File: src/rtl/frame_render_sequencer.sv
// Per-frame sequencer: takes one descriptor from the MCU, waits for a display
// frame boundary, clears the framebuffer, then starts the render pipeline
// once per object and counts completions. It reports the end of each frame
// with a pulse and keeps a wrapping count of completed frames.
module frame_render_sequencer #(
  parameter int MAX_NUM_OBJECTS_PER_FRAME = 1024,
  parameter int OBJ_COUNT_WIDTH           = $clog2(MAX_NUM_OBJECTS_PER_FRAME + 1),
  parameter int FRAME_COUNT_WIDTH         = 16
) (
  input  logic                         clk,
  input  logic                         rstn,
  input  logic                         i_mcu_dv,
  input  logic [OBJ_COUNT_WIDTH-1:0]   i_mcu_num_objects,
  output logic                         o_mcu_ready,
  input  logic                         i_frame,
  output logic                         o_clear,
  input  logic                         i_display_ready,
  output logic                         o_rp_start,
  input  logic                         i_rp_ready,
  input  logic                         i_rp_finished,
  output logic [OBJ_COUNT_WIDTH-1:0]   o_obj_index,
  output logic                         o_busy,
  output logic                         o_frame_done,
  output logic [FRAME_COUNT_WIDTH-1:0] o_frames_rendered
);

  localparam logic [OBJ_COUNT_WIDTH-1:0]   OBJ_MAX  = OBJ_COUNT_WIDTH'(MAX_NUM_OBJECTS_PER_FRAME);
  localparam logic [OBJ_COUNT_WIDTH-1:0]   OBJ_ZERO = {OBJ_COUNT_WIDTH{1'b0}};
  localparam logic [OBJ_COUNT_WIDTH-1:0]   OBJ_ONE  = {{(OBJ_COUNT_WIDTH-1){1'b0}}, 1'b1};
  localparam logic [FRAME_COUNT_WIDTH-1:0] FRM_ZERO = {FRAME_COUNT_WIDTH{1'b0}};
  localparam logic [FRAME_COUNT_WIDTH-1:0] FRM_ONE  = {{(FRAME_COUNT_WIDTH-1){1'b0}}, 1'b1};

  typedef enum logic [2:0] {
    S_IDLE       = 3'd0,
    S_AWAIT_MCU  = 3'd1,
    S_WAIT_FRAME = 3'd2,
    S_CLEAR      = 3'd3,
    S_CLEAR_WAIT = 3'd4,
    S_START_OBJ  = 3'd5,
    S_RENDER     = 3'd6,
    S_DONE       = 3'd7
  } state_t;

  state_t                         state_r;
  state_t                         state_s;
  logic [OBJ_COUNT_WIDTH-1:0]     count_r;
  logic [OBJ_COUNT_WIDTH-1:0]     count_s;
  logic [OBJ_COUNT_WIDTH-1:0]     obj_index_s;
  logic                           clear_seen_low_r;
  logic                           clear_seen_low_s;
  logic                           last_obj_s;
  logic                           mcu_ready_s;
  logic                           clear_s;
  logic                           rp_start_s;
  logic                           busy_s;
  logic                           frame_done_s;
  logic [FRAME_COUNT_WIDTH-1:0]   frames_s;

  // The object currently in flight is the last one of the frame.
  assign last_obj_s = (o_obj_index == (count_r - OBJ_ONE));

  // State register.
  always_ff @(posedge clk or negedge rstn) begin
    if (!rstn) begin
      state_r <= S_IDLE;
    end else begin
      state_r <= state_s;
    end
  end

  // Next-state logic; events outside their owning state are ignored.
  always_comb begin
    state_s = state_r;
    case (state_r)
      S_IDLE: begin
        if (i_rp_ready) state_s = S_AWAIT_MCU;
        else            state_s = state_r;
      end
      S_AWAIT_MCU: begin
        if (i_mcu_dv) state_s = S_WAIT_FRAME;
        else          state_s = state_r;
      end
      S_WAIT_FRAME: begin
        if (i_frame) state_s = S_CLEAR;
        else         state_s = state_r;
      end
      S_CLEAR: begin
        state_s = S_CLEAR_WAIT;
      end
      S_CLEAR_WAIT: begin
        // Clear is complete only after ready has been seen low then high again.
        if (clear_seen_low_r && i_display_ready) begin
          if (count_r == OBJ_ZERO) state_s = S_DONE;
          else                     state_s = S_START_OBJ;
        end else begin
          state_s = state_r;
        end
      end
      S_START_OBJ: begin
        if (i_rp_ready) state_s = S_RENDER;
        else            state_s = state_r;
      end
      S_RENDER: begin
        if (i_rp_finished) begin
          if (last_obj_s) state_s = S_DONE;
          else            state_s = S_START_OBJ;
        end else begin
          state_s = state_r;
        end
      end
      S_DONE: begin
        state_s = S_AWAIT_MCU;
      end
      default: begin
        state_s = S_IDLE;
      end
    endcase
  end

  // Next values of the datapath and of the registered outputs.
  always_comb begin
    count_s          = count_r;
    obj_index_s      = o_obj_index;
    clear_seen_low_s = clear_seen_low_r;
    frames_s         = o_frames_rendered;
    case (state_r)
      S_AWAIT_MCU: begin
        if (i_mcu_dv) begin
          count_s     = (i_mcu_num_objects > OBJ_MAX) ? OBJ_MAX : i_mcu_num_objects;
          obj_index_s = OBJ_ZERO;
        end else begin
          count_s     = count_r;
        end
      end
      S_CLEAR: begin
        clear_seen_low_s = 1'b0;
      end
      S_CLEAR_WAIT: begin
        if (!i_display_ready) clear_seen_low_s = 1'b1;
        else                  clear_seen_low_s = clear_seen_low_r;
      end
      S_RENDER: begin
        // The last object keeps its index so it stays visible after the frame.
        if (i_rp_finished && !last_obj_s) obj_index_s = o_obj_index + OBJ_ONE;
        else                              obj_index_s = o_obj_index;
      end
      default: begin
        count_s = count_r;
      end
    endcase
    if (state_s == S_DONE) frames_s = o_frames_rendered + FRM_ONE;
    else                   frames_s = o_frames_rendered;
    mcu_ready_s  = (state_s == S_AWAIT_MCU);
    clear_s      = (state_s == S_CLEAR);
    rp_start_s   = (state_r == S_START_OBJ) && (state_s == S_RENDER);
    busy_s       = (state_s != S_IDLE) && (state_s != S_AWAIT_MCU);
    frame_done_s = (state_s == S_DONE);
  end

  // Output and datapath registers; reset abandons any frame in progress.
  always_ff @(posedge clk or negedge rstn) begin
    if (!rstn) begin
      count_r           <= OBJ_ZERO;
      clear_seen_low_r  <= 1'b0;
      o_obj_index       <= OBJ_ZERO;
      o_frames_rendered <= FRM_ZERO;
      o_mcu_ready       <= 1'b0;
      o_clear           <= 1'b0;
      o_rp_start        <= 1'b0;
      o_busy            <= 1'b0;
      o_frame_done      <= 1'b0;
    end else begin
      count_r           <= count_s;
      clear_seen_low_r  <= clear_seen_low_s;
      o_obj_index       <= obj_index_s;
      o_frames_rendered <= frames_s;
      o_mcu_ready       <= mcu_ready_s;
      o_clear           <= clear_s;
      o_rp_start        <= rp_start_s;
      o_busy            <= busy_s;
      o_frame_done      <= frame_done_s;
    end
  end

endmodule

File: config.mk
export PLATFORM = sky130hd
export DESIGN_NAME = frame_render_sequencer
export DESIGN_NICKNAME = d
export VERILOG_FILES = /design/src/rtl/frame_render_sequencer.sv
export SDC_FILE = /design/constraint.sdc
export NUM_CORES = 1
export LEC_CHECK = 0
export CAP_MARGIN = 20
export CORE_MARGIN = 2
export CORE_UTILIZATION = 35
export CTS_CLUSTER_DIAMETER = 100
export DETAILED_ROUTE_END_ITERATION = 7
export PLACE_DENSITY = 0.68
export SLEW_MARGIN = 20
export SYNTH_ARGS = -nofsm -noshare
export SYNTH_HDL_FRONTEND = slang
export SYNTH_SLANG_ARGS = --single-unit
File: constraint.sdc
create_clock -name clk -period 2.25 [get_ports clk]
set_input_delay 0.3375 -clock clk [delete_from_list [all_inputs] [get_ports clk]]
set_output_delay 0.3375 -clock clk [all_outputs]
set_load 0.03 [all_outputs]
==> key figures <==
STA
  – Shortest period the worst path allows: ~2.4 ns
  – Worst hold slack: approximately 0.14 ns
  – Clock Skews: between 0.007 and 0.008 ns
  – F_max: about 420 MHz
  – Actual transition at the worst max-transition pin: ~0.86 ns
  – Setup slack after layout: -0.118 ns
  – Final Hold Fails: 0
  – RSZ-0062 raised after global routing: true
  – Max-slew violation total from the final report: 0
  – Final cycle utilization of the critical path: 105%
  – Slew Limit Headroom: 42.6%
  – Final count of negative-setup-slack endpoints: 17

Power
  – Design internal power: 2480 uW
  – Part of the power in registers: approximately 29%
  – Power per Cell Area: roughly 1000 nW/um2
  – Net load switching power: 1650 uW
  – Peak ir drop on the vdd network: roughly 0.5 mV
  – Leakage: 0.00166 uW
  – Power share of the combinational group: between 50% and 60%
  – Clock share of power: ~12%
  – Switching share of power: around two fifths

Global routing
  – Antenna violations before repair: 0
  – Wire length of the first global-routing pass: between 10000 and 15000 um
  – Maximum number of pins on one net before global-route repair: 39
  – GRT Util Overall: between 15 and 20%
  – Vias in the first global route: approximately 2400
  – Global route total overflow: 0

Setup path
  – Series of cell instances along the critical path: inv_2, ha_4, nor2b_4, nand3_2, mux2_4, a21oi_4, o21bai_4, buf_4, or3_4, a21oi_2
  – Slowest cell on crit path: dfrtp_1
  – Endpoint of the worst register-to-register path: o_obj_index[7]
  – Crit path kind: reg -> reg
  – Sort of element at the start of the critical path: flip-flop
  – Delay of the slowest cell on the worst path: approximately 0.41 ns
  – Count of cells along the worst register-to-register path: 10
  – Signal arrival time at the worst endpoint: 2.60 ns
  – Element type at the critical path end: flip-flop
  – Worst endpoint required time: approximately 2.5 ns
  – Worst R2R Start: count_r[0]
  – Flop-to-flop setup slack: -0.12 ns
  – Critical path peak fanout: 6
  – Launching element of the worst setup path: count_r[0]

Logic synthesis
  – Post-synthesis async set-or-reset flop share: between 90% and 100%
  – Number of enable-type register cells in the synthesized netlist: 0
  – Synthesized Nets: 298
  – Warning count from the yosys run: 0
  – Share of synthesized area occupied by flip-flops and latches: 42.7%
  – Number of different library cells in the post-synthesis netlist: 57
  – Post-synthesis cell area: approximately 2800 um2
  – Primary FF master, synth: dfrtp_1
  – Flop and latch count out of synthesis: 47
  – Avg Cell Area, Syn: between 9 and 10 um2
  – Post-Synthesis Cells: approximately 280

CTS
  – Cts bufs inserted: 5
  – Later-pin clock latency in the skew report: about 0.30 ns
  – Clock edge transition at the registers on the reported setup and hold paths: about 0.09 ns
  – Clock buffer depth: 2
  – Clock sinks: 47
  – Buffer type at the clock tree root: clkbuf_8
  – CTS HTree Levels: 2
  – Clock tree from TritonCTS: done
  – Hold buffer count at CTS: 0

Die
  – Initial core utilization: roughly 36%
  – Top Ports: 50
  – Full die area: about 8600 um2
  – Number of core rows: 32
  – Height of the die: between 90 and 100 um
  – Width of the die: 92.7 um
  – Standard cell core area: about 7700 um2

Finish
  – Core Util, Final: around half
  – Area overhead of the layout relative to synthesis: 43.6%
  – Number of inserted filler cells in the final layout: between 700 and 800
  – Fraction of final layout cells with drive strength greater than 1: roughly 28%
  – Multi-input gate area: roughly 1600 um2
  – Diode insertion count for antenna repair: 0
  – Net count reported at finish: between 400 and 500
  – FF+latch area: 1180 um2

Route
  – Post-DR wirelength/cell: approximately 14 um
  – Pre-antenna DRT Iters: 4
  – Detailed-route wire length: roughly 7000 um
  – Starting DRT DRC Count: between 90 and 100
  – Number of design rule violations left after detail routing: 0
  – Antenna-violating nets left: 0
  – Average via count per standard cell: roughly 5.0
  – DR vias: 2433

Placement
  – Hpwl dp: roughly 5000 um
  – Final RePlAce weighted congestion: between 0.8 and 0.9
  – Count of input and output buffers: 49

Outcome
  – Outcome: finished with violations
  – Failing checks: setup timing

Worst hold path
  – Hold WC Path Type: in -> async

Flow run
  – Number of max-capacitance violations reported: 0
worst max path at each step:
stage | endpoint | depth (start not counted) | slack [ns]
2_1_floorplan | o_obj_index[6] | 7 | -0.01
3_5_place_dp | o_obj_index[5] | 8 | -0.21
3_3_place_gp | o_obj_index[5] | 8 | -0.16
6_report | o_obj_index[7] | 10 | -0.12
4_1_cts | o_frames_rendered[1] | 7 | -0.12
5_1_grt | o_obj_index[7] | 10 | -0.23
cells in the final DEF (no fill, tap or decap), types with 3 or more instances in the layout:
master,n
buf_4,55
clkdlybuf4s50_1,48
dfrtp_1,44
nand2_1,24
xnor2_1,20
nor2_1,15
nand3_1,15
o21ai_0,13
nand2b_1,8
nor2b_1,7
nand4_1,7
and3_1,7
a21oi_1,6
nor3_1,5
nand3_2,5
xor2_1,5
inv_1,5
or3_4,5
clkbuf_8,5
or3_1,4
nand3b_1,4
mux2i_1,3
nor3_2,3
o31ai_2,3
o31ai_1,3
a22o_1,3
a21oi_2,3
dfrtp_2,3
repair_timing:
action,4_1_cts,5_1_grt
resized for setup,20,6
endpoints found under the setup margin,18,28
pin swaps,12,7
setup buffers,11,2
area by class of cell:
class / instances / share of cell area [%]
multi-input cells: 213 / 40.3
flip-flops and latches: 47 / 29.8
repair buffers: 107 / 23.8
well taps: 102 / 3.23
clock buffers: 6 / 1.84
inverters: 7 / 0.665
clock inverters: 2 / 0.316
flip-flops by register name, indices dropped and copies added, names as in the netlist:
name and count:
o_frames_rendered 16, count_r 11, o_obj_index 11, state_r 3, clear_seen_low_r 1, o_busy 1, o_clear 1, o_frame_done 1
o_mcu_ready 1, o_rp_start 1
layer usage:
metal  track usage [%]  routed length, um  vias up
met4              4.90                 87        0
li1                  -                  -     1212
met2              27.3               3420       35
met1              23.1               3300     1181
met5                 0                  0        -
met3              2.85                191        5
critical path, delay by kind of cell, from the launching register on:
kind	cells	cell delay [ns]
buffers and inverters	2	0.24
adders and majority gates	1	0.14
and+or+nand+nor	3	0.68
DFF	1	0.41
AOI/OAI and AO/OA	3	0.49
muxes	1	0.34
cells in the mapped netlist (6+ instances only):
| library cell | instances | share of area, % |
|---|---|---|
| xnor2_1 | 21 | 6.7 |
| nand4_1 | 7 | 1.6 |
| nand2_1 | 24 | 3.3 |
| inv_1 | 7 | 0.95 |
| o21ai_0 | 14 | 2.5 |
| nand2b_1 | 8 | 1.8 |
| nor2b_1 | 8 | 1.8 |
| or3_1 | 6 | 1.4 |
| a21oi_1 | 9 | 1.6 |
| nor2_1 | 15 | 2.0 |
| nor3_1 | 8 | 1.5 |
| dfrtp_1 | 47 | 43 |
| and3_1 | 7 | 1.6 |
| nand3_1 | 17 | 3.1 |
logic make-up after synthesis:
kind of cell    Yosys count  synth area share [%]
fa+ha+maj                 3                  1.36
mux                       6                  2.41
xor+xnor                 26                  8.27
simple gates            126                  25.6
compound gates           52                  15.4
buf+inv                  17                  4.27
flops                    47                  42.7
power by group through the flow:
stage / clock, uW / combinational, uW / sequential (uW)
global placement: 0 / 2070 / 1190
global route: 565 / 2640 / 1210
detailed placement: 0 / 2100 / 1190
finish: 511 / 2440 / 1180
CTS: 520 / 2330 / 1180
floorplan: 0 / 1240 / 1290
metrics by stage:
stage               instances  total power, uW  setup WS, ns  area, um2  TNS, ns
floorplan                 277             2530       -0.0121       2800  -0.0187
global placement          464             3250        -0.161       3680   -0.674
detailed placement        464             3290        -0.209       3680    -1.49
CTS                       482             4020        -0.118       3910   -0.559
global route              484             4410        -0.235       3950    -3.90
finish                    484             4130        -0.118       3950   -0.840
No activity file was read; power rests on OpenSTA's default activity.
